`src/rtl/chan_512_fir_seq_pkg.sv`:
```
// Shared state type and ctrl/status bit positions for the chan_512 FIR
// coefficient sequencer.
package chan_512_fir_seq_pkg;

    typedef enum logic [2:0] {
        ST_IDLE,
        ST_WRITE,
        ST_WAIT_SYNC,
        ST_SWAP,
        ST_ACK
    } state_e;

    localparam int CTRL_TOGGLE = 31;
    localparam int CTRL_COMMIT = 30;
    localparam int CTRL_CLEAR  = 29;
    // Every bit below the command bits is address, so out-of-range pairs are
    // rejected rather than aliased onto a valid pair.
    localparam int CTRL_ADDR_W = 29;

    localparam int STAT_ACK      = 31;
    localparam int STAT_BUSY     = 30;
    localparam int STAT_BANK     = 29;
    localparam int STAT_TMO      = 28;
    localparam int STAT_AERR     = 27;
    localparam int STAT_OVR_LSB  = 8;
    localparam int STAT_WCNT_LSB = 0;

endpackage

```
`src/rtl/chan_512_toggle_det.sv`:
```
// Toggle edge detector; the first cycle after reset only loads the reference
// level so a toggle bit already high at reset release is not seen as a command.
module chan_512_toggle_det (
    input  logic clk_i,
    input  logic rst_n_i,
    input  logic toggle_i,
    output logic edge_o
);

    logic prev_q;
    logic init_q;

    always_ff @(posedge clk_i or negedge rst_n_i) begin
        if (!rst_n_i) begin
            prev_q <= 1'b0;
            init_q <= 1'b0;
        end else begin
            prev_q <= toggle_i;
            init_q <= 1'b1;
        end
    end

    assign edge_o = init_q && (toggle_i != prev_q);

endmodule

```
`src/rtl/chan_512_fir_coef_seq.sv`:
```
// chan_512 FIR coefficient sequencer: shadow-bank pair writes and sync-aligned
// bank swap. Optional WAIT_SYNC timeout enabled by FIR_SEQ_TIMEOUT_EN.
module chan_512_fir_coef_seq
    import chan_512_fir_seq_pkg::*;
#(
    parameter int NUM_PAIRS    = 8,
    parameter int ADDR_W       = 3,
    parameter int COEF_W       = 16,
    parameter int SYNC_TIMEOUT = 1024
) (
    input  logic                  user_clk,
    input  logic                  user_rst_n,
    input  logic [31:0]           ctrl_reg,
    input  logic [31:0]           data_reg,
    input  logic                  sync_in,
    output logic                  coef_we,
    output logic                  coef_bank,
    output logic [ADDR_W-1:0]     coef_addr,
    output logic [2*COEF_W-1:0]   coef_wdata,
    output logic                  active_bank,
    output logic [31:0]           status_out
);

    // state     | meaning
    // IDLE      | waiting for a command toggle
    // WRITE     | one-cycle coef_we into the shadow bank
    // WAIT_SYNC | commit pending, waiting for the frame sync
    // SWAP      | banks swapped this cycle
    // ACK       | ack toggle presented, back to IDLE next

    localparam logic [CTRL_ADDR_W-1:0] PAIR_LIMIT = CTRL_ADDR_W'(NUM_PAIRS);

    state_e                  state_q;
    logic                    cmd;
    logic                    tog_cap_q;
    logic                    we_q;
    logic                    active_q;
    logic                    ack_q;
    logic                    aerr_q;
    logic                    tmo_flag;
    logic [ADDR_W-1:0]       addr_q;
    logic [2*COEF_W-1:0]     wdata_q;
    logic [7:0]              ovr_q;
    logic [7:0]              ovr_d;
    logic [7:0]              wcnt_q;
    logic [CTRL_ADDR_W-1:0]  cmd_addr;

`ifdef FIR_SEQ_TIMEOUT_EN
    localparam int TMO_W = $clog2(SYNC_TIMEOUT);
    logic [TMO_W-1:0] tmo_cnt_q;
    logic             tmo_q;
    assign tmo_flag = tmo_q;
`else
    assign tmo_flag = 1'b0;
`endif

    chan_512_toggle_det u_toggle_det (
        .clk_i    (user_clk),
        .rst_n_i  (user_rst_n),
        .toggle_i (ctrl_reg[CTRL_TOGGLE]),
        .edge_o   (cmd)
    );

    assign cmd_addr = ctrl_reg[CTRL_ADDR_W-1:0];
    assign ovr_d    = (ovr_q == 8'hFF) ? ovr_q : ovr_q + 8'd1;

    always_ff @(posedge user_clk or negedge user_rst_n) begin
        if (!user_rst_n) begin
            state_q   <= ST_IDLE;
            tog_cap_q <= 1'b0;
            we_q      <= 1'b0;
            active_q  <= 1'b0;
            ack_q     <= 1'b0;
            aerr_q    <= 1'b0;
            addr_q    <= '0;
            wdata_q   <= '0;
            ovr_q     <= '0;
            wcnt_q    <= '0;
`ifdef FIR_SEQ_TIMEOUT_EN
            tmo_cnt_q <= '0;
            tmo_q     <= 1'b0;
`endif
        end else begin
            we_q <= 1'b0;
            if (cmd && state_q != ST_IDLE) begin
                ovr_q <= ovr_d;
            end
            case (state_q)
                ST_IDLE: begin
                    if (cmd) begin
                        tog_cap_q <= ctrl_reg[CTRL_TOGGLE];
                        if (ctrl_reg[CTRL_CLEAR]) begin
                            aerr_q <= 1'b0;
                            ovr_q  <= '0;
`ifdef FIR_SEQ_TIMEOUT_EN
                            tmo_q  <= 1'b0;
`endif
                        end
                        if (ctrl_reg[CTRL_COMMIT]) begin
                            state_q   <= ST_WAIT_SYNC;
`ifdef FIR_SEQ_TIMEOUT_EN
                            tmo_cnt_q <= TMO_W'(SYNC_TIMEOUT - 1);
`endif
                        end else if (cmd_addr < PAIR_LIMIT) begin
                            state_q <= ST_WRITE;
                            we_q    <= 1'b1;
                            addr_q  <= cmd_addr[ADDR_W-1:0];
                            wdata_q <= data_reg[2*COEF_W-1:0];
                            wcnt_q  <= wcnt_q + 8'd1;
                        end else begin
                            state_q <= ST_ACK;
                            aerr_q  <= 1'b1;
                            ack_q   <= ctrl_reg[CTRL_TOGGLE];
                        end
                    end
                end
                ST_WRITE: begin
                    state_q <= ST_ACK;
                    ack_q   <= tog_cap_q;
                end
                ST_WAIT_SYNC: begin
                    if (sync_in) begin
                        state_q  <= ST_SWAP;
                        active_q <= ~active_q;
                    end
`ifdef FIR_SEQ_TIMEOUT_EN
                    // A sync on the terminal cycle wins over the timeout.
                    else if (tmo_cnt_q == '0) begin
                        state_q  <= ST_SWAP;
                        active_q <= ~active_q;
                        tmo_q    <= 1'b1;
                    end else begin
                        tmo_cnt_q <= tmo_cnt_q - TMO_W'(1);
                    end
`endif
                end
                ST_SWAP: begin
                    state_q <= ST_ACK;
                    ack_q   <= tog_cap_q;
                end
                ST_ACK: begin
                    state_q <= ST_IDLE;
                end
                default: begin
                    state_q <= ST_IDLE;
                end
            endcase
        end
    end

    assign coef_we     = we_q;
    assign coef_bank   = ~active_q;
    assign coef_addr   = addr_q;
    assign coef_wdata  = wdata_q;
    assign active_bank = active_q;

    always_comb begin
        status_out                         = '0;
        status_out[STAT_ACK]               = ack_q;
        status_out[STAT_BUSY]              = (state_q != ST_IDLE);
        status_out[STAT_BANK]              = active_q;
        status_out[STAT_TMO]               = tmo_flag;
        status_out[STAT_AERR]              = aerr_q;
        status_out[STAT_OVR_LSB +: 8]      = ovr_q;
        status_out[STAT_WCNT_LSB +: 8]     = wcnt_q;
    end

endmodule
```
`config.mk`:
```
export PLATFORM = sky130hd
export DESIGN_NAME = chan_512_fir_coef_seq
export DESIGN_NICKNAME = d
export VERILOG_FILES = /design/src/rtl/chan_512_fir_seq_pkg.sv /design/src/rtl/chan_512_toggle_det.sv /design/src/rtl/chan_512_fir_coef_seq.sv
export SDC_FILE = /design/constraint.sdc
export NUM_CORES = 1
export LEC_CHECK = 0
export ABC_CLOCK_PERIOD_IN_PS = 2900
export CAP_MARGIN = 10
export CELL_PAD_IN_SITES_DETAIL_PLACEMENT = 1
export CELL_PAD_IN_SITES_GLOBAL_PLACEMENT = 2
export CORE_MARGIN = 4
export CORE_UTILIZATION = 27
export CTS_CLUSTER_DIAMETER = 30
export DETAILED_ROUTE_END_ITERATION = 10
export GPL_TIMING_DRIVEN = 1
export PLACE_DENSITY_LB_ADDON = 0.08
export SYNTH_ARGS = -nofsm -noshare
export SYNTH_HDL_FRONTEND = slang
export SYNTH_HIERARCHICAL = 1
export SYNTH_SLANG_ARGS = --single-unit
```
`constraint.sdc`:
```
create_clock -name user_clk -period 2.9 [get_ports user_clk]
set_input_delay 0.87 -clock user_clk [delete_from_list [all_inputs] [get_ports user_clk]]
set_output_delay 0.87 -clock user_clk [all_outputs]
set_load 0.01 [all_outputs]
```
* Yosys cells after proc, flatten, opt, wreduce, memory -nomap -nowiden
Index checks and enable logic that the tools add are counted.
W data, S select, Z words.
** Cells by class
- Bitwise gates (word level) :: 2
- Add/subtract/negate cells :: 2
- Equality and inequality tests :: 9
- Reductions and logical operators :: 11
- Multiplexer cells :: 21
- $lt $le $gt $ge :: 1
** Operators with widths (number)
- $mux W8 :: 5
- $lt A29 B4 Y1 const B :: 1
- $add A8 B1 Y8 const B :: 2
- $mux W3 :: 4
- $mux W1 :: 10
- $pmux W3 S3 :: 1
- $eq A8 B8 Y1 const B :: 1
- $ne A2 B2 Y1 const B :: 4
- $reduce_and A4 Y1 :: 2
- $eq A3 B2 Y1 const B :: 2
- $reduce_and A2 Y1 :: 3
- $eq A3 B1 Y1 const B :: 1
- $logic_not A3 Y1 :: 1
- $reduce_bool A3 Y1 :: 1
- $logic_and A1 B1 Y1 :: 2
- $not A1 Y1 :: 2
- $pmux W1 S2 :: 1
- $reduce_bool A2 Y1 :: 1
- $reduce_or A2 Y1 :: 1
- $ne A1 B1 Y1 :: 1
** Storage, ports and cells
- Logic and storage cells :: 58
- Register bits :: 61

* Depth between registers and ports, before layout
Gate-level depths: netlist of run 1.
- Depth in word-level cells :: 7
- Gate-level depth with buffers :: 8

* Modules after synthesis
Netlist of run 1, hierarchy kept.
** By module, submodules not included
- chan_512_fir_coef_seq :: instances 1, cells an instance 212, sequential area each 1476.4 µm², area each 2820.2 µm²
- chan_512_toggle_det :: instances 1, cells an instance 5, sequential area each 50.0 µm², area each 68.8 µm²

* Worst setup path before layout of run 1
Ideal clock, no wire load.
- Path type :: in2reg
- Start :: in ctrl_reg[31]
- End :: reg addr_q[2], in the netlist coef_addr[2]
- Data required time :: 2775 ps
- Arrival :: 2351 ps
- Path slack :: 424 ps
- Cell stages on the path :: 8
- Cell sequence :: xor2_1 > and2_1 > nor3b_2 > nand2_1 > nor3_2 > buf_6 > buf_12 > mux2_4
** On the way
- Word-level cells in the longest chain between the ends :: 3
** RTL lines
- start: declaration :: RTL line chan_512_fir_coef_seq.sv:13 : input logic [31:0] ctrl_reg,
- $ne A1 B1 Y1 :: RTL line chan_512_toggle_det.sv:23 : assign edge_o = init_q && (toggle_i != prev_q);
- $logic_and A1 B1 Y1 :: RTL line chan_512_toggle_det.sv:23
- net cmd :: RTL line chan_512_fir_coef_seq.sv:34 : logic cmd;
- $reduce_and A4 Y1 (no source line)
- end signal: assignment :: RTL line chan_512_fir_coef_seq.sv:107 : addr_q <= cmd_addr[ADDR_W-1:0];
- end: declaration :: RTL line chan_512_fir_coef_seq.sv:41 : logic [ADDR_W-1:0] addr_q;
The timed path passes the listed nets, and every way through them passes these cells.
A chain may end at the register's enable or synchronous reset.

* Worst setup path in the final report of run 1
- Start :: in ctrl_reg[31]
- End :: reg wdata_q[0], in the netlist coef_wdata[0]
** On the way
- Word-level cells in the longest chain between the ends :: 3
** RTL lines
- $ne A1 B1 Y1 :: RTL line chan_512_toggle_det.sv:23
- $logic_and A1 B1 Y1 :: RTL line chan_512_toggle_det.sv:23
- net cmd :: RTL line chan_512_fir_coef_seq.sv:34
- $reduce_and A4 Y1 (no source line)
- end signal: assignment :: RTL line chan_512_fir_coef_seq.sv:108 : wdata_q <= data_reg[2*COEF_W-1:0];
- end: declaration :: RTL line chan_512_fir_coef_seq.sv:42 : logic [2*COEF_W-1:0] wdata_q;
The timed path passes the listed nets, and every way through them passes these cells.

==> reports/results.md, run 1 <==
• 0.741 — GP Congestion
• 0.50 ns — delay of the slowest cell on the worst path
• 0.528 — share of Yosys cell area claimed by the top area cell type
• 0.528 — sequential-to-total area share from yosys stat
• -0.150 ns — worst setup slack after placement
• sky130_fd_sc_hd__clkbuf_8 — clk root buf
• 61 x sky130_fd_sc_hd__dfrtp_1, 20 x sky130_fd_sc_hd__mux2_2, 18 x sky130_fd_sc_hd__mux2_4, 16 x sky130_fd_sc_hd__buf_4, 11 x sky130_fd_sc_hd__nand2_1 — leading post-synthesis cells by instance count
• 0.00153 mm^2 — area used by sequential logic in the layout
• 20 — critical-path maximum fanout
• 3790 um — routed wl met2
• 37 — std cell rows
• 0.621 mW — Net Sw Power
• 0.216 — share of power burned in combinational logic
• clkdlybuf4s50_1 -> xor2_1 -> and2_1 -> nor3b_2 -> nand2_1 -> nor3_4 -> buf_12 -> mux2_2 — cell-by-cell listing of the critical path
• 0.0124 mm^2 — Die ar.
• 0.439 — sequential cell fraction of total power
• finished, final reports clean — outcome
• 501 mW/mm^2 — power per cell area
• 0 — Post-DRT Antenna Nets
• 0 — final setup violation count
• 15.0 um — Routed wire per std cell
• 0 ns — setup total negative slack
• 111 um — die outline height
• met4 — DR top layer
• 0.0104 mm^2 — core region area
• 0 — number of hold buffers added after CTS
• in -> async — Hold/Removal Path Class
• 0.00452 mm^2 — Finished Cell Area
• 0.00431 mm^2 — instance area at placement
• 124 — count of port buffers added during placement
• 2.00 nW — leakage power total
• 0 — number of enable-type register cells in the synthesized netlist
• 33 — maximum number of pins on one net before global-route repair
• 0.928 — Final Cycle Share
• 0 — residual DRC count
• 0.209 ns — setup ws final
• 61 — number of sinks driven by the clock tree
• 2.69 ns — shortest clock period the worst path allows after layout
• 111 um — Chip Width
• sky130_fd_sc_hd__dfrtp_1 — most common flop cell mapped by yosys
• 1133 — total of fill cells in the finished design
• 1.00 — share of flip-flops with an asynchronous set or reset
• 0.274 — switching fraction of total power
• 0.07 ns — clock slew at the register clock pins of the worst setup and hold paths
• false — RSZ-0062 raised after global routing
• 2.90 ns — Arr. time, crit path
• 7460 um — post-detailed-routing wire length
• 610 um — metal3 WL
• 0 — number of antenna violations at the first check in global routing
• 0 — number of buffers added for setup after CTS
• 426 — count of nets after finishing
• 0 — final hold vios
• 0 — Slew Viols, Final
• 0.345 — part of the power in the clock network
• 5810 um — Detailed Place HPWL
• 2.27 mW — power after layout
• 2451 — via count of the first global-routing pass
• 4.37 — vias per inst
• 0 — grt total ovfl
• input port — startpoint type of the worst setup path
• 0.381 ns — Worst Hold Slack
• 0.279 — initial standard-cell utilization of the core
• 9 — number of CTS-inserted buffers
• 0.224 — proportion of layout cells with a drive suffix above 1
• 0.00122 mm^2 — area occupied by multi-input gates
• 0.00289 mm^2 — Mapped Area
• 0.33 ns — clock latency on the worst-skew pair
• 0 — Antenna Cells
• 4 — number of detailed-route iterations in the first pass
• 2 — Clock Tree Buf Depth
• 12500 um — first-pass GRT wire length
• 217 — cell count after synthesis
• flop — kind of capture point of the worst setup path
• sky130_fd_sc_hd__dfrtp_1 — post-synthesis cell type with the largest combined area
• in -> reg — critical path class
• 61 — flop and latch count out of synthesis
• 2970 um — Met1 Routed Length
• 0.372 GHz — upper clock frequency limit
• 3.11 ns — Worst EP required
• 0 — count of max-cap constraint violations
• 29 — number of DRC violations after detailed-routing iteration 0
• 3 — H-tree level count
• 13.3 um^2 — Mean Syn Cell Area
• 2178 — vias
• built — TritonCTS clock tree
• 0.00981 ns — post-route clock skew
• 6 — total of warnings raised by yosys
• sky130_fd_sc_hd__clkdlybuf4s50_1 — Crit-path slowest cell
• 0.125 — Total Routing Usage GR
• 0 — total of cells resized after clock tree synthesis
• sky130_fd_sc_hd__dfrtp_1 53%, sky130_fd_sc_hd__mux2_4 9.4%, sky130_fd_sc_hd__mux2_2 7.8% — synth top area cells
• 0.203 mV — peak supply drop
• sky130_fd_sc_hd__dfrtp_1 — top-count cell post-synth
• 137 — io pins
• 1.65 mW — Internal
• 56.6% — layout overhead on the synthesized area
• 39 — library cells used by synthesis
## final cells by class
class / instances / share of cell area
flip-flops and latches: 61 / 0.337
repair buffers: 139 / 0.306
multi-input cells: 142 / 0.269
well taps: 136 / 0.0376
clock buffers: 11 / 0.0335
clock inverters: 5 / 0.0130
inverters: 4 / 0.00332
## cells in the final DEF, fill, tap and decap left out, types with 4 or more instances in the layout
cell type                         synthesis  layout
sky130_fd_sc_hd__a21oi_1                  6       6
sky130_fd_sc_hd__and2_1                   4       4
sky130_fd_sc_hd__buf_4                   16      12
sky130_fd_sc_hd__clkbuf_8                 0      11
sky130_fd_sc_hd__clkdlybuf4s50_1          0     123
sky130_fd_sc_hd__conb_1                   2      13
sky130_fd_sc_hd__dfrtp_1                 61      61
sky130_fd_sc_hd__inv_1                    4       4
sky130_fd_sc_hd__mux2_2                  20      20
sky130_fd_sc_hd__mux2_4                  18      18
sky130_fd_sc_hd__nand2_1                 11      11
sky130_fd_sc_hd__nand3_1                  5       5
sky130_fd_sc_hd__nand4_1                  5       5
sky130_fd_sc_hd__nor2_1                   6       6
sky130_fd_sc_hd__nor3_1                   6       6
sky130_fd_sc_hd__nor4_1                   4       4
sky130_fd_sc_hd__o31ai_1                  4       4
sky130_fd_sc_hd__xor2_1                  10      10
## metal layers
metal	track usage	vias to the layer above
li1	-	1023
met1	0.143	1079
met2	0.212	68
met3	0.0484	8
met4	0.0438	0
met5	0	-
## worst paths after layout
| kind | slack (ns) | end | startpoint | depth (start not counted) |
|---|---|---|---|---|
| min in group user_clk | 0.47 | wcnt_q[7]$_DFFE_PN0P_ | wcnt_q[7]$_DFFE_PN0P_ | 1 |
| worst min-delay path | 0.38 | active_bank$_DFFE_PN0P_ | user_rst_n | 1 |
| worst max-delay path | 0.21 | coef_wdata[0]$_DFFE_PN0P_ | ctrl_reg[31] | 8 |
| worst max register to register | 0.88 | coef_wdata[0]$_DFFE_PN0P_ | u_toggle_det/prev_q$_DFF_PN0_ | 7 |
| worst min register to register | 0.47 | wcnt_q[7]$_DFFE_PN0P_ | wcnt_q[7]$_DFFE_PN0P_ | 1 |
| max in group asynchronous | 1.96 | coef_wdata[13]$_DFFE_PN0P_ | user_rst_n | 2 |
## state kept, by name (all words and copies together) (netlist names)
| signal | flops |
|---|---|
| u_toggle_det/init_q | 1 |
| tog_cap_q | 1 |
| ack_q | 1 |
| coef_wdata | 32 |
| active_bank | 1 |
| state_q | 3 |
| coef_addr | 3 |
| ovr_q | 8 |
| coef_we | 1 |
| wcnt_q | 8 |
| aerr_q | 1 |
| u_toggle_det/prev_q | 1 |
## power by group through the flow
stage / sequential [mW] / combinational (mW) / clock, mW
after floorplan: 0.996 / 0.236 / 0
after global placement: 1.01 / 0.491 / 0
after detailed placement: 1.02 / 0.500 / 0
after CTS: 1.00 / 0.500 / 0.815
after global routing: 1.01 / 0.540 / 0.867
final: 0.996 / 0.490 / 0.781
## worst max-delay path: cells and delay by family
family | cells | cell delay (ns)
xor gates and xnor gates | 1 | 0.15
buffers and inverters | 2 | 0.73
muxes | 1 | 0.35
and+or+nand+nor | 4 | 0.80
## stage by stage
stage                     utilization  std cells
after floorplan                     -        228
after global placement          0.416        482
after detailed placement        0.416        482
after CTS                       0.436        498
after global routing            0.436        498
final                           0.436        498
## logic make-up after synthesis
kind of cell,after synthesis,synth area share
other,2,0.00260
xor gates and xnor gates,12,0.0364
AOI/OAI and AO/OA,17,0.0377
adders and majority gates,2,0.00866
DFF,61,0.528
and+or+nand+nor,59,0.144
buffers and inverters,25,0.0671
muxes,39,0.175
Note: power is estimated with default switching activity, not from simulation.
==> inputs of run 2 (changes only) <==
--- a/config.mk
+++ b/config.mk
@@ -5,16 +5,18 @@
 export SDC_FILE = /design/constraint.sdc
 export NUM_CORES = 1
 export LEC_CHECK = 0
-export ABC_CLOCK_PERIOD_IN_PS = 2900
+export ABC_CLOCK_PERIOD_IN_PS = 3000
 export CAP_MARGIN = 10
 export CELL_PAD_IN_SITES_DETAIL_PLACEMENT = 1
 export CELL_PAD_IN_SITES_GLOBAL_PLACEMENT = 2
 export CORE_MARGIN = 4
-export CORE_UTILIZATION = 27
+export CORE_UTILIZATION = 25
 export CTS_CLUSTER_DIAMETER = 30
 export DETAILED_ROUTE_END_ITERATION = 10
 export GPL_TIMING_DRIVEN = 1
+export HOLD_SLACK_MARGIN = 0.12
 export PLACE_DENSITY_LB_ADDON = 0.08
+export SKIP_CTS_REPAIR_TIMING = 1
 export SYNTH_ARGS = -nofsm -noshare
 export SYNTH_HDL_FRONTEND = slang
 export SYNTH_HIERARCHICAL = 1
==> constraint.sdc (replaced) <==
create_clock -name user_clk -period 3 [get_ports user_clk]
set_input_delay 0.9 -clock user_clk [delete_from_list [all_inputs] [get_ports user_clk]]
set_output_delay 0.9 -clock user_clk [all_outputs]
set_load 0.01 [all_outputs]
==> run 2 against run 1 <==
Effect of this change:
- cell count is 0.20% higher
- largest power group is now clock
- via count is 0.96% lower
- first-iteration DRC count is 38% higher
- clock skew is 0.0030 ns lower
- sequential power is 2.8% lower
- highest routed layer unchanged
- non-clock buffer count is 3 lower
==> reports/results.md, run 2 (same netlist as run 1, synthesis figures left out) <==
• 0.289 mV — peak supply drop
• 0 — Post-DRT Antenna Nets
• 4 — number of detailed-route iterations in the first pass
• 0.95 ns — Register-to-Register Setup Slack
• 499 — Cell Count, Final, Fillers Out
• 2.96 ns — Arr. time, crit path
• 0.33 ns — clock latency on the worst-skew pair
• 0.00684 ns — post-route clock skew
• 0.583 — worst max-slew margin expressed relative to the limit
• 0 — final setup violation count
• 2 — WP buf/inv
• 2157 — vias
• 40 — number of DRC violations after detailed-routing iteration 0
• 61 — number of sinks driven by the clock tree
• 0.125 — Total Routing Usage GR
• 0 — number of antenna violations at the first check in global routing
• reg -> reg — Hold/Removal Path Class
• in -> reg — critical path class
• 7870 um — post-detailed-routing wire length
• 0 — Antenna Cells
• 7 — depth of the worst register-to-register path
• 0.194 — share of power burned in combinational logic
• 0.0111 mm^2 — core region area
• sky130_fd_sc_hd__clkbuf_16 — clk root buf
• 0.626 ns — worst slew pin tran
• 38 — critical-path maximum fanout
• 2463 — via count of the first global-routing pass
• built — TritonCTS clock tree
• 0.362 GHz — upper clock frequency limit
• 116 um — die outline height
• 0.49 ns — delay of the slowest cell on the worst path
• coef_wdata[6]$_DFFE_PN0P_ — endpoint of the worst register-to-register path
• 1.80 mW — Internal
• 15.8 um — Routed wire per std cell
• input port — startpoint type of the worst setup path
• 9 — number of CTS-inserted buffers
• 2 — Clock Tree Buf Depth
• 123 x sky130_fd_sc_hd__clkdlybuf4s50_1, 61 x sky130_fd_sc_hd__dfrtp_1, 20 x sky130_fd_sc_hd__mux2_2, 18 x sky130_fd_sc_hd__mux2_4, 13 x sky130_fd_sc_hd__conb_1 — commonest non-fill, non-tap cells in the layout
• 0 — grt total ovfl
• 538 mW/mm^2 — power per cell area
• sky130_fd_sc_hd__clkdlybuf4s50_1 — Crit-path slowest cell
• coef_wdata[6]$_DFFE_PN0P_ — critical path capture point
• buffers and inverters — critical path's top delay family
• 8 — Worst path depth
• 0 — residual DRC count
• 58.4% — layout overhead on the synthesized area
• 5930 um — Detailed Place HPWL
• 0.920 — Final Cycle Share
• 32 — max FFs per register
• 0 — count of max-cap constraint violations
• 0.267 — switching fraction of total power
• 0 — final hold vios
• 3.20 ns — Worst EP required
• ctrl_reg[31] — Crit. Startpoint
• false — RSZ-0062 raised after global routing
• 124 — count of port buffers added during placement
• 2.02 nW — leakage power total
• 3 — H-tree level count
• 38 — std cell rows
• 0.214 — proportion of layout cells with a drive suffix above 1
• 116 um — Chip Width
• 0.393 — sequential cell fraction of total power
• sky130_fd_sc_hd__clkdlybuf4s50_1 — most common cell after layout, fill and taps aside
• 1196 — total of fill cells in the finished design
• 0 — Slew Viols, Final
• 0.733 — GP Congestion
• 137 — io pins
• 0.0133 mm^2 — Die ar.
• 0.413 — part of the power in the clock network
• 13000 um — first-pass GRT wire length
• 0.261 — initial standard-cell utilization of the core
• 4.32 — vias per inst
• 2.76 ns — shortest clock period the worst path allows after layout
• 0.659 mW — Net Sw Power
• 0.05 ns — clock slew at the register clock pins of the worst setup and hold paths
• 39 — maximum number of pins on one net before global-route repair
• clkdlybuf4s50_1 -> xor2_1 -> and2_1 -> nor3b_2 -> nand2_1 -> nor3_4 -> buf_12 -> mux2_2 — cell-by-cell listing of the critical path
• 423 — count of nets after finishing
• 2.46 mW — power after layout
• u_toggle_det/prev_q$_DFF_PN0_ — R2R Path Start
• finished, final reports clean — outcome
• flop — kind of capture point of the worst setup path
• 483 — dpl cells
## run 2: cell count changes in the layout (fill, tap and decap cells not counted)
| cell | change |
|---|---|
| sky130_fd_sc_hd__clkbuf_8 | -11 |
| sky130_fd_sc_hd__clkbuf_16 | +9 |
| sky130_fd_sc_hd__buf_4 | -2 |
| sky130_fd_sc_hd__buf_12 | -1 |
| sky130_fd_sc_hd__clkbuf_1 | +1 |
| sky130_fd_sc_hd__clkinv_2 | +1 |
## run 2: layout make-up
type / instances / area, um^2 / area share
clock buffers: 10 / 229 / 0.0500
clock inverters: 6 / 63.8 / 0.0139
inverters: 4 / 15.0 / 0.00328
multi-input cells: 142 / 1220 / 0.266
flip-flops and latches: 61 / 1530 / 0.334
well taps: 140 / 175 / 0.0383
repair buffers: 136 / 1350 / 0.295
## run 2: power by group through the flow
stage                     Combinational [mW]  Sequential, mW  Clock (mW)
final                                  0.477           0.968        1.02
after global routing                   0.523           0.980        1.09
after CTS                              0.488           0.970        1.06
after detailed placement               0.483           0.986           0
after global placement                 0.476           0.985           0
after floorplan                        0.228           0.963           0
## run 2: how the worst min path moves through the flow
stage,depth (start not counted),to,slack [ns],start
2_1_floorplan,2,aerr_q$_DFFE_PN0P_,0.45,aerr_q$_DFFE_PN0P_
3_3_place_gp,1,wcnt_q[7]$_DFFE_PN0P_,0.46,wcnt_q[7]$_DFFE_PN0P_
3_5_place_dp,1,wcnt_q[7]$_DFFE_PN0P_,0.46,wcnt_q[7]$_DFFE_PN0P_
4_1_cts,1,wcnt_q[7]$_DFFE_PN0P_,0.47,wcnt_q[7]$_DFFE_PN0P_
5_1_grt,1,wcnt_q[7]$_DFFE_PN0P_,0.50,wcnt_q[7]$_DFFE_PN0P_
6_report,1,wcnt_q[7]$_DFFE_PN0P_,0.47,wcnt_q[7]$_DFFE_PN0P_
## run 2: per-stage QoR
step / worst slack [ns] / hold slack, ns / utilization / TNS (ns) / area (um^2)
after floorplan: 0.494 / 0.451 / - / 0 / 2930
after detailed placement: -0.0990 / 0.463 / 0.387 / -2.55 / 4280
after global placement: -0.0390 / 0.458 / 0.387 / -0.658 / 4280
final: 0.241 / 0.468 / 0.413 / 0 / 4580
after CTS: 0.227 / 0.471 / 0.413 / 0 / 4580
after global routing: 0.0982 / 0.501 / 0.413 / 0 / 4580
## run 2: per-layer routing
metal | vias up | part of all wire | GRT usage
met4 | 0 | 0.0071 | 0.0399
met5 | - | 0 | 0
li1 | 1023 | - | -
met3 | 4 | 0.093 | 0.0590
met2 | 73 | 0.49 | 0.204
met1 | 1057 | 0.41 | 0.147
